===== src/rtl/pc_pkg.sv =====
// pc_unit shared types and constants.
// State encoding, widths and default addresses.
package pc_pkg;

  localparam int ADDR_W = 32;
  localparam int OFF_W  = 16;
  localparam int JT_W   = 26;

  localparam logic [ADDR_W-1:0] DEF_RESET_PC   = 32'h0000_0000;
  localparam logic [ADDR_W-1:0] DEF_EXC_VECTOR = 32'h0000_0180;
  localparam int unsigned       DEF_IMEM_DEPTH = 1024;

  typedef enum logic [1:0] {
    BOOT = 2'd0,
    RUN  = 2'd1,
    TRAP = 2'd2,
    HALT = 2'd3
  } pc_state_e;

  // Misaligned, or word index beyond the instruction memory.
  function automatic logic bad_addr(
    input logic [ADDR_W-1:0] a,
    input int unsigned       depth
  );
    return (a[1:0] != 2'b00) ||
           ({2'b00, a[ADDR_W-1:2]} >= depth);
  endfunction

endpackage


===== src/rtl/pc_if.sv =====
// Bundle between the PC stage and its surroundings.
// master drives redirects, slave is pc_unit.
interface pc_if;
  import pc_pkg::*;

  logic              stall;
  logic              branch_taken;
  logic [OFF_W-1:0]  branch_offset;
  logic              jump;
  logic [JT_W-1:0]   jump_target;
  logic              jr;
  logic [ADDR_W-1:0] jr_target;
  logic              eret;
  logic [ADDR_W-1:0] pc;
  logic [ADDR_W-1:0] pc_plus4;
  logic              fetch_valid;
  logic              fault;
  logic [ADDR_W-1:0] epc;
  logic [ADDR_W-1:0] retired_count;

  modport master (
    output stall, branch_taken, branch_offset,
    output jump, jump_target, jr, jr_target, eret,
    input  pc, pc_plus4, fetch_valid,
    input  fault, epc, retired_count
  );

  modport slave (
    input  stall, branch_taken, branch_offset,
    input  jump, jump_target, jr, jr_target, eret,
    output pc, pc_plus4, fetch_valid,
    output fault, epc, retired_count
  );

endinterface


===== src/rtl/pc_next_calc.sv =====
// Candidate next-PC selection and target check.
// Priority: jr > jump > branch > sequential.
module pc_next_calc
  import pc_pkg::*;
#(
  parameter int unsigned IMEM_DEPTH = DEF_IMEM_DEPTH
) (
  input  logic [ADDR_W-1:0] pc_plus4,
  input  logic              branch_taken,
  input  logic [OFF_W-1:0]  branch_offset,
  input  logic              jump,
  input  logic [JT_W-1:0]   jump_target,
  input  logic              jr,
  input  logic [ADDR_W-1:0] jr_target,
  output logic [ADDR_W-1:0] target,
  output logic              bad
);

  logic [ADDR_W-1:0] br_off;

  assign br_off = {{14{branch_offset[OFF_W-1]}},
                   branch_offset, 2'b00};

  always_comb begin
    target = pc_plus4;
    if (jr) begin
      target = jr_target;
    end else if (jump) begin
      target = {pc_plus4[31:28], jump_target, 2'b00};
    end else if (branch_taken) begin
      target = pc_plus4 + br_off;
    end
  end

  assign bad = bad_addr(target, IMEM_DEPTH);

endmodule


===== src/rtl/pc_unit.sv =====
// Program-counter stage with boot/run/trap/halt FSM.
// Optional retire counter: define PC_RETIRE_CNT_EN.
module pc_unit
  import pc_pkg::*;
#(
  parameter logic [ADDR_W-1:0] RESET_PC   = DEF_RESET_PC,
  parameter logic [ADDR_W-1:0] EXC_VECTOR = DEF_EXC_VECTOR,
  parameter int unsigned       IMEM_DEPTH = DEF_IMEM_DEPTH
) (
  input logic clk,
  input logic rst,
  pc_if.slave bus
);

  pc_state_e         state_q, state_d;
  logic [ADDR_W-1:0] pc_q, pc_d;
  logic [ADDR_W-1:0] epc_q, epc_d;
  logic              fault_q, fault_d;
  logic [ADDR_W-1:0] pc_plus4;
  logic [ADDR_W-1:0] target;
  logic              bad;
  logic              fv;

  assign pc_plus4 = pc_q + 32'd4;
  assign fv       = (state_q == RUN) || (state_q == TRAP);

  pc_next_calc #(
    .IMEM_DEPTH (IMEM_DEPTH)
  ) u_calc (
    .pc_plus4      (pc_plus4),
    .branch_taken  (bus.branch_taken),
    .branch_offset (bus.branch_offset),
    .jump          (bus.jump),
    .jump_target   (bus.jump_target),
    .jr            (bus.jr),
    .jr_target     (bus.jr_target),
    .target        (target),
    .bad           (bad)
  );

  always_comb begin
    state_d = state_q;
    pc_d    = pc_q;
    epc_d   = epc_q;
    fault_d = 1'b0;
    if (!bus.stall) begin
      unique case (state_q)
        BOOT: state_d = RUN;
        RUN: begin
          if (bad) begin
            pc_d    = EXC_VECTOR;
            epc_d   = pc_q;
            fault_d = 1'b1;
            state_d = TRAP;
          end else begin
            pc_d = target;
          end
        end
        TRAP: begin
          if (bus.eret) begin
            pc_d    = epc_q + 32'd4;
            state_d = RUN;
          end else if (bad) begin
            fault_d = 1'b1;
            state_d = HALT;
          end else begin
            pc_d = target;
          end
        end
        HALT: state_d = HALT;
        default: state_d = HALT;
      endcase
    end
  end

  always_ff @(posedge clk) begin
    if (rst) begin
      state_q <= BOOT;
      pc_q    <= RESET_PC;
      epc_q   <= '0;
      fault_q <= 1'b0;
    end else begin
      state_q <= state_d;
      pc_q    <= pc_d;
      epc_q   <= epc_d;
      fault_q <= fault_d;
    end
  end

  assign bus.pc          = pc_q;
  assign bus.pc_plus4    = pc_plus4;
  assign bus.fetch_valid = fv;
  assign bus.fault       = fault_q;
  assign bus.epc         = epc_q;

`ifdef PC_RETIRE_CNT_EN
  logic [ADDR_W-1:0] cnt_q;

  always_ff @(posedge clk) begin
    if (rst) begin
      cnt_q <= '0;
    end else if (!bus.stall && fv) begin
      cnt_q <= cnt_q + 32'd1;
    end
  end

  assign bus.retired_count = cnt_q;
`else
  assign bus.retired_count = '0;
`endif

endmodule

===== src/flat_wrapper.sv =====
// flat-port wrapper written by rule: the top's interface ports become plain ports
module pc_unit_flat import pc_pkg::*;
#(
  parameter logic [ADDR_W-1:0] RESET_PC   = DEF_RESET_PC,
  parameter logic [ADDR_W-1:0] EXC_VECTOR = DEF_EXC_VECTOR,
  parameter int unsigned       IMEM_DEPTH = DEF_IMEM_DEPTH
)
  (clk, rst, bus_stall, bus_branch_taken, bus_branch_offset, bus_jump, bus_jump_target, bus_jr, bus_jr_target, bus_eret, bus_pc, bus_pc_plus4, bus_fetch_valid, bus_fault, bus_epc, bus_retired_count);
  pc_if bus_i ();
  input logic clk;
  input logic rst;
  input wire logic [$bits(bus_i.stall)-1:0] bus_stall;
  input wire logic [$bits(bus_i.branch_taken)-1:0] bus_branch_taken;
  input wire logic [$bits(bus_i.branch_offset)-1:0] bus_branch_offset;
  input wire logic [$bits(bus_i.jump)-1:0] bus_jump;
  input wire logic [$bits(bus_i.jump_target)-1:0] bus_jump_target;
  input wire logic [$bits(bus_i.jr)-1:0] bus_jr;
  input wire logic [$bits(bus_i.jr_target)-1:0] bus_jr_target;
  input wire logic [$bits(bus_i.eret)-1:0] bus_eret;
  output wire logic [$bits(bus_i.pc)-1:0] bus_pc;
  output wire logic [$bits(bus_i.pc_plus4)-1:0] bus_pc_plus4;
  output wire logic [$bits(bus_i.fetch_valid)-1:0] bus_fetch_valid;
  output wire logic [$bits(bus_i.fault)-1:0] bus_fault;
  output wire logic [$bits(bus_i.epc)-1:0] bus_epc;
  output wire logic [$bits(bus_i.retired_count)-1:0] bus_retired_count;
  assign bus_i.stall = bus_stall;
  assign bus_i.branch_taken = bus_branch_taken;
  assign bus_i.branch_offset = bus_branch_offset;
  assign bus_i.jump = bus_jump;
  assign bus_i.jump_target = bus_jump_target;
  assign bus_i.jr = bus_jr;
  assign bus_i.jr_target = bus_jr_target;
  assign bus_i.eret = bus_eret;
  assign bus_pc = bus_i.pc;
  assign bus_pc_plus4 = bus_i.pc_plus4;
  assign bus_fetch_valid = bus_i.fetch_valid;
  assign bus_fault = bus_i.fault;
  assign bus_epc = bus_i.epc;
  assign bus_retired_count = bus_i.retired_count;
  pc_unit #(.RESET_PC(RESET_PC), .EXC_VECTOR(EXC_VECTOR), .IMEM_DEPTH(IMEM_DEPTH)) u_core (.clk(clk), .rst(rst), .bus(bus_i));
endmodule

===== config.mk =====
export PLATFORM = sky130hd
export DESIGN_NAME = pc_unit_flat
export DESIGN_NICKNAME = d
export VERILOG_FILES = /design/src/rtl/pc_pkg.sv /design/src/rtl/pc_if.sv /design/src/rtl/pc_next_calc.sv /design/src/rtl/pc_unit.sv /design/src/flat_wrapper.sv
export SDC_FILE = /design/constraint.sdc
export NUM_CORES = 1
export LEC_CHECK = 0
export ABC_CLOCK_PERIOD_IN_PS = 10700
export BUFFER_PORTS_ARGS = -buffer_cell sky130_fd_sc_hd__buf_2
export CORE_MARGIN = 2
export CORE_UTILIZATION = 25
export CTS_CLUSTER_DIAMETER = 200
export DETAILED_ROUTE_END_ITERATION = 7
export MAX_ROUTING_LAYER = met4
export REMOVE_ABC_BUFFERS = 1
export SKIP_LAST_GASP = 1
export SYNTH_ARGS = -nofsm -noshare
export SYNTH_HDL_FRONTEND = slang
export SYNTH_SLANG_ARGS = --single-unit

===== constraint.sdc =====
create_clock -name clk -period 10.7 [get_ports clk]
set_input_delay 2.675 -clock clk [delete_from_list [all_inputs] [get_ports clk]]
set_output_delay 2.675 -clock clk [all_outputs]
set_load 0.02 [all_outputs]

==> results of run 1 <==
-- worst max-delay path, delay by kind of cell --
family,cells,cell delay [ns]
AND/OR/NAND/NOR,5,1.95
AO/OA/AOI/OAI,5,1.00
buffers and inverters,3,1.25
-- layout make-up --
type,count,area [um^2],area share
inverter,30,113,0.0136
timing repair buffer,185,943,0.114
tap,378,473,0.0572
clock buffer,10,239,0.0289
clock inverter,6,65.1,0.00788
multi-input combinational,779,5090,0.616
sequential,67,1340,0.162
-- worst paths after layout --
kind	startpoint	end	slack, ns	cells after the start
worst max register to register	u_core.bus.pc[8]	u_core.bus.pc[6]	4.57	17
worst min-delay path	u_core.bus.epc[28]	u_core.bus.epc[28]	0.52	2
worst max-delay path	bus_jump	u_core.bus.pc[6]	3.98	13
worst min register to register	u_core.bus.epc[28]	u_core.bus.epc[28]	0.52	2
-- placed cells by master (no fill, tap or decap), types with 8 or more instances in the layout --
cell	netlist	routed
a211oi_1	15	15
nor2_1	80	80
o21ai_0	60	59
mux2i_1	39	39
nor4_1	11	11
nand3_1	39	39
a21oi_1	55	55
o211ai_1	15	15
and3_1	16	16
a21o_1	9	9
dfxtp_1	67	67
xnor2_1	45	45
nand2b_1	8	8
clkbuf_16	0	9
conb_1	1	32
nand2_1	99	99
nor3_1	23	23
nand4b_1	18	18
inv_1	29	29
ha_1	36	36
o21a_1	12	12
buf_2	12	178
xor2_1	25	25
and4_1	10	10
nand4_1	27	27
-- per-stage QoR --
step,power [mW],hold slack [ns],worst slack (ns),utilization,cell area (um^2)
2_1_floorplan,0.396,0.502,3.93,-,6540
3_3_place_gp,0.472,0.503,3.80,0.288,7960
3_5_place_dp,0.471,0.514,3.70,0.288,7960
4_1_cts,0.774,0.526,4.03,0.299,8260
5_1_grt,0.805,0.571,3.58,0.299,8260
6_report,0.772,0.522,3.98,0.299,8260
-- power groups by stage --
stage	sequential (mW)	clock (mW)	combinational, mW
after floorplan	0.276	0	0.121
after global placement	0.272	0	0.199
after CTS	0.267	0.307	0.200
final	0.267	0.302	0.202
after detailed placement	0.273	0	0.199
after global routing	0.268	0.315	0.221
-- routing by layer --
layer / share of wire / global-route usage / wire length [um]
met5: 0 / - / 0
met4: 0.032 / 0.0678 / 836
met3: 0.057 / 0.0266 / 1500
met2: 0.48 / 0.297 / 12600
met1: 0.44 / 0.222 / 11600
-- flip-flops by register name (all words and copies together) (netlist names) --
register / count
u_core.bus.epc: 32
u_core.bus.pc: 32
u_core.state_q: 2
u_core.bus.fault: 1
-- cells by family after synthesis --
| kind of cell | share of synthesized area |
|---|---|
| mux | 0.0560 |
| buf+inv | 0.0946 |
| fa+ha+maj | 0.0675 |
| xor+xnor | 0.0879 |
| compound gates | 0.230 |
| flops | 0.192 |
| simple gates | 0.271 |
| other cells | 0.000538 |
==> flow_metrics.tcl, run 1 <==
set metrics [dict create \
    status "finished clean" \
    timing.max_cap.violations 0 \
    crit_slowest_cell "nand2_1" \
    tightest_slew_ns 1.16 \
    ir_worst_vdd_mv 0.0730 \
    drc 0 \
    clock_latency_ns 0.34 \
    skew_ns 0.00851 \
    synth_cells 938 \
    ant_nets 0 \
    final_cells 1455 \
    synth_top_area_frac 0.192 \
    numCtsBuffers 9 \
    grt_max_degree 72 \
    nets 1190 \
    final.setup.tns_ns 0 \
    p_sw_mw 0.260 \
    ctsResizeCount 0 \
    holdBufCountCts 0 \
    via_per_inst 5.19 \
    p_per_area_mw_per_mm2 93.4 \
    power.internal_mw 0.512 \
    clkPwrFrac 0.391 \
    yosysSeqAreaShare 0.192 \
    arrival_ns 6.89 \
    grt_pass1_vias 7051 \
    syn2layout_area_growth_pct 18.5 \
    dieArea_mm2 0.0292 \
    synthesis.area_mm2 0.00697 \
    slew_headroom 0.220 \
    ys_ff_latch 67 \
    synth_area_leader_cell "dfxtp_1" \
    clock-sinks 67 \
    rows 61 \
    cts_root_buf "clkbuf_16" \
    cp.required_ns 10.87 \
    port_buffers 178 \
    p_leak_nw 3.78 \
    synth.most_common_cell "nand2_1" \
    dp_hpwl_um 21500 \
    hold_violations 0 \
    max_stage_delay_ns 0.76 \
    nFillCells 3109 \
    coreArea_mm2 0.0276 \
    antenna_found_initial 0 \
    overflow 0 \
    async_flop_share 0 \
    hp-class "reg -> reg" \
    rsz0062_at_grt "no" \
    grt_pass1_wl_um 39700 \
    cts_setup_buffers 0 \
    fin_crit_sh 0.628 \
    synth-edff-count 0 \
    synth_area_per_cell_um2 7.43 \
    clockBufferDepth 2 \
    dr.first_iter.drc_count 602 \
    cp_common_cell "nand2_1" \
    synth_cell_types 65 \
    endpoint_kind "flop" \
    place.gp.congestion 0.925 \
    die_h_um 171 \
    p_seq_frac 0.346 \
    wirelength_um 26500 \
    dr.pass1.iters 5 \
    worst-setup-path-type "in -> reg" \
    cts_tree "done" \
    period_needed_ns 6.72 \
    path_max_fanout 32 \
    yosysWarnings 0 \
    track_usage 0.180 \
    swShare 0.337 \
    htreeDepth 3 \
    drive_above_1_share 0.208 \
    path_clk_slew_ns 0.06 \
    io_pins 211 \
    crit_chain "buf_2 > clkinv_1 > nand2_1 > a211o_1 > o211a_1 > o2111ai_1 > a2111oi_0 > and4_1 > nand4_4 > or3_1 > buf_4 > nand2_1 > a221oi_1" \
    synth.area.top_cells "dfxtp_1 19%, ha_1 6.5%, xnor2_1 5.7%, mux2i_1 5.6%, nand2_1 5.3%" \
    wl_per_cell_um 18.2 \
    fmax_mhz 149 \
    placed_cells 1439 \
    vias 7553 \
    maxSlewViolCount 0 \
    dieWidth_um 171 \
    setup_viol 0 \
    ys.flop_type "dfxtp_1" \
    netlist_top_cells_count "99 x nand2_1, 80 x nor2_1, 67 x dfxtp_1, 60 x o21ai_0, 55 x a21oi_1" \
    power_frac_comb 0.262 \
    diodes 0 \
    startpoint_type "input port" \
    start_util 0.252 \
]
(Power assumes the default switching activity.)
==> run 2: changes to the inputs <==
--- a/config.mk
+++ b/config.mk
@@ -5,7 +5,7 @@
 export SDC_FILE = /design/constraint.sdc
 export NUM_CORES = 1
 export LEC_CHECK = 0
-export ABC_CLOCK_PERIOD_IN_PS = 10700
+export ABC_CLOCK_PERIOD_IN_PS = 6800
 export BUFFER_PORTS_ARGS = -buffer_cell sky130_fd_sc_hd__buf_2
 export CORE_MARGIN = 2
 export CORE_UTILIZATION = 25
==> constraint.sdc (replaced) <==
create_clock -name clk -period 6.8 [get_ports clk]
set_input_delay 1.7 -clock clk [delete_from_list [all_inputs] [get_ports clk]]
set_output_delay 1.7 -clock clk [all_outputs]
set_load 0.02 [all_outputs]
==> flow_metrics.tcl, run 2 (same netlist as run 1, synthesis figures left out) <==
set metrics [dict create \
    status "finished clean" \
    layout_common_cells "178 x buf_2, 99 x nand2_1, 80 x nor2_1" \
    placed_cells 1443 \
    hp-class "reg -> reg" \
    min_from "u_core.bus.epc[28]" \
    startpoint_type "flop" \
    grt_pass1_wl_um 40700 \
    endpoint_kind "flop" \
    cp.required_ns 6.97 \
    track_usage 0.185 \
    cts_tree "done" \
    numCtsBuffers 9 \
    cts_setup_buffers 0 \
    fin_util 0.302 \
    worst-setup-path-type "reg -> reg" \
    via_per_inst 5.12 \
    arrival_ns 6.24 \
    period_needed_ns 6.07 \
    port_buffers 178 \
    p_per_area_mw_per_mm2 152 \
    htreeDepth 3 \
    fmax_mhz 165 \
    cts_root_buf "clkbuf_16" \
    clock_latency_ns 0.34 \
    vias 7481 \
    wirelength_um 27200 \
    ant_nets 0 \
    clockBufferDepth 2 \
    ctsResizeCount 0 \
    io_pins 211 \
    reg2reg_depth 16 \
    dr.first_iter.drc_count 546 \
    maxSlewViolCount 0 \
    syn2layout_area_growth_pct 19.6 \
    path_max_fanout 14 \
    drive_above_1_share 0.211 \
    dp_hpwl_um 22000 \
    grt_pass1_vias 7168 \
    die_h_um 171 \
    timing.max_cap.violations 0 \
    holdBufCountCts 0 \
    timing.rr.start "u_core.bus.pc[7]" \
    tightest_slew_ns 1.09 \
    skew_ns 0.0108 \
    setup_viol 0 \
    slew_headroom 0.269 \
    dieWidth_um 171 \
    p_leak_nw 3.82 \
    final.setup.tns_ns 0 \
    drc 0 \
    fin_crit_sh 0.892 \
    total_power_mw 1.27 \
    dr.pass1.iters 5 \
    final_cells 1460 \
    reg2reg_slack_ns 0.73 \
    overflow 0 \
    min_path_cells 2 \
    place.gp.congestion 0.957 \
    grt_max_degree 72 \
    hold_violations 0 \
    crit_start "u_core.bus.pc[7]" \
    dieArea_mm2 0.0292 \
    rsz0062_at_grt "no" \
    rows 61 \
    coreArea_mm2 0.0276 \
    ir_worst_vdd_mv 0.143 \
    wl_per_cell_um 18.6 \
    nets 1194 \
    path_clk_slew_ns 0.07 \
    hold_ws_ns 0.524 \
    start_util 0.252 \
    layout_commonest_cell "buf_2" \
    antenna_found_initial 1 \
    clock-sinks 67 \
]
[run 2: cell types whose count changed in the layout (fill, tap and decap cells not counted), sizes merged]
cell,change
bufinv,+1
buf,+4
inv,+3
clkinvlp,-1
clkinv,-3
diode,+1
[run 2: where the power goes]
group,switching [mW],total (mW),internal (mW)
Combinational,0.213,0.325,0.112
Sequential,0.0169,0.418,0.401
Clock,0.191,0.526,0.336
Total,0.420,1.27,0.849
[run 2: metal layers]
metal  share of wire  track usage
met3           0.048       0.0224
met5               0            -
met4           0.025       0.0553
met1            0.44        0.232
met2            0.48        0.312
[run 2: final timing paths]
check | endpoint
min | u_core.bus.epc[28]
max | u_core.bus.pc[6]
max reg2reg | u_core.bus.pc[6]
min reg2reg | u_core.bus.epc[28]
[run 2: final cells by class]
| cell class | instances | area (um^2) |
|---|---|---|
| Clock inverter | 6 | 95.1 |
| Timing Repair Buffer | 189 | 986 |
| Inverter | 30 | 113 |
| Tap cell | 378 | 473 |
| Fill cell | 3045 | 19300 |
| Clock buffer | 10 | 239 |
| Antenna cell | 1 | 2.50 |
| Sequential cell | 67 | 1340 |
| Multi-Input combinational cell | 779 | 5090 |
[run 2: critical path: stages (launching register included)]
cell	delay, ns
dfxtp_1	0.55
nand4_4	0.19
or4_2	0.71
nor2_1	0.19
and3_1	0.19
xor2_1	0.36
ha_1	0.38
a21oi_1	0.21
o21ai_0	0.23
or4_1	0.51
nor2_1	0.12
nor3_1	0.07
a2111oi_0	0.40
o2111ai_1	0.49
or3_1	0.74
nand2_1	0.38
a221oi_1	0.17
[run 2: stage by stage]
stage | area, um^2 | setup slack, ns
after floorplan | 6540 | 0.849
after global placement | 8000 | 0.617
after detailed placement | 8000 | 0.636
after CTS | 8330 | 0.822
after global routing | 8340 | 0.303
final | 8340 | 0.732
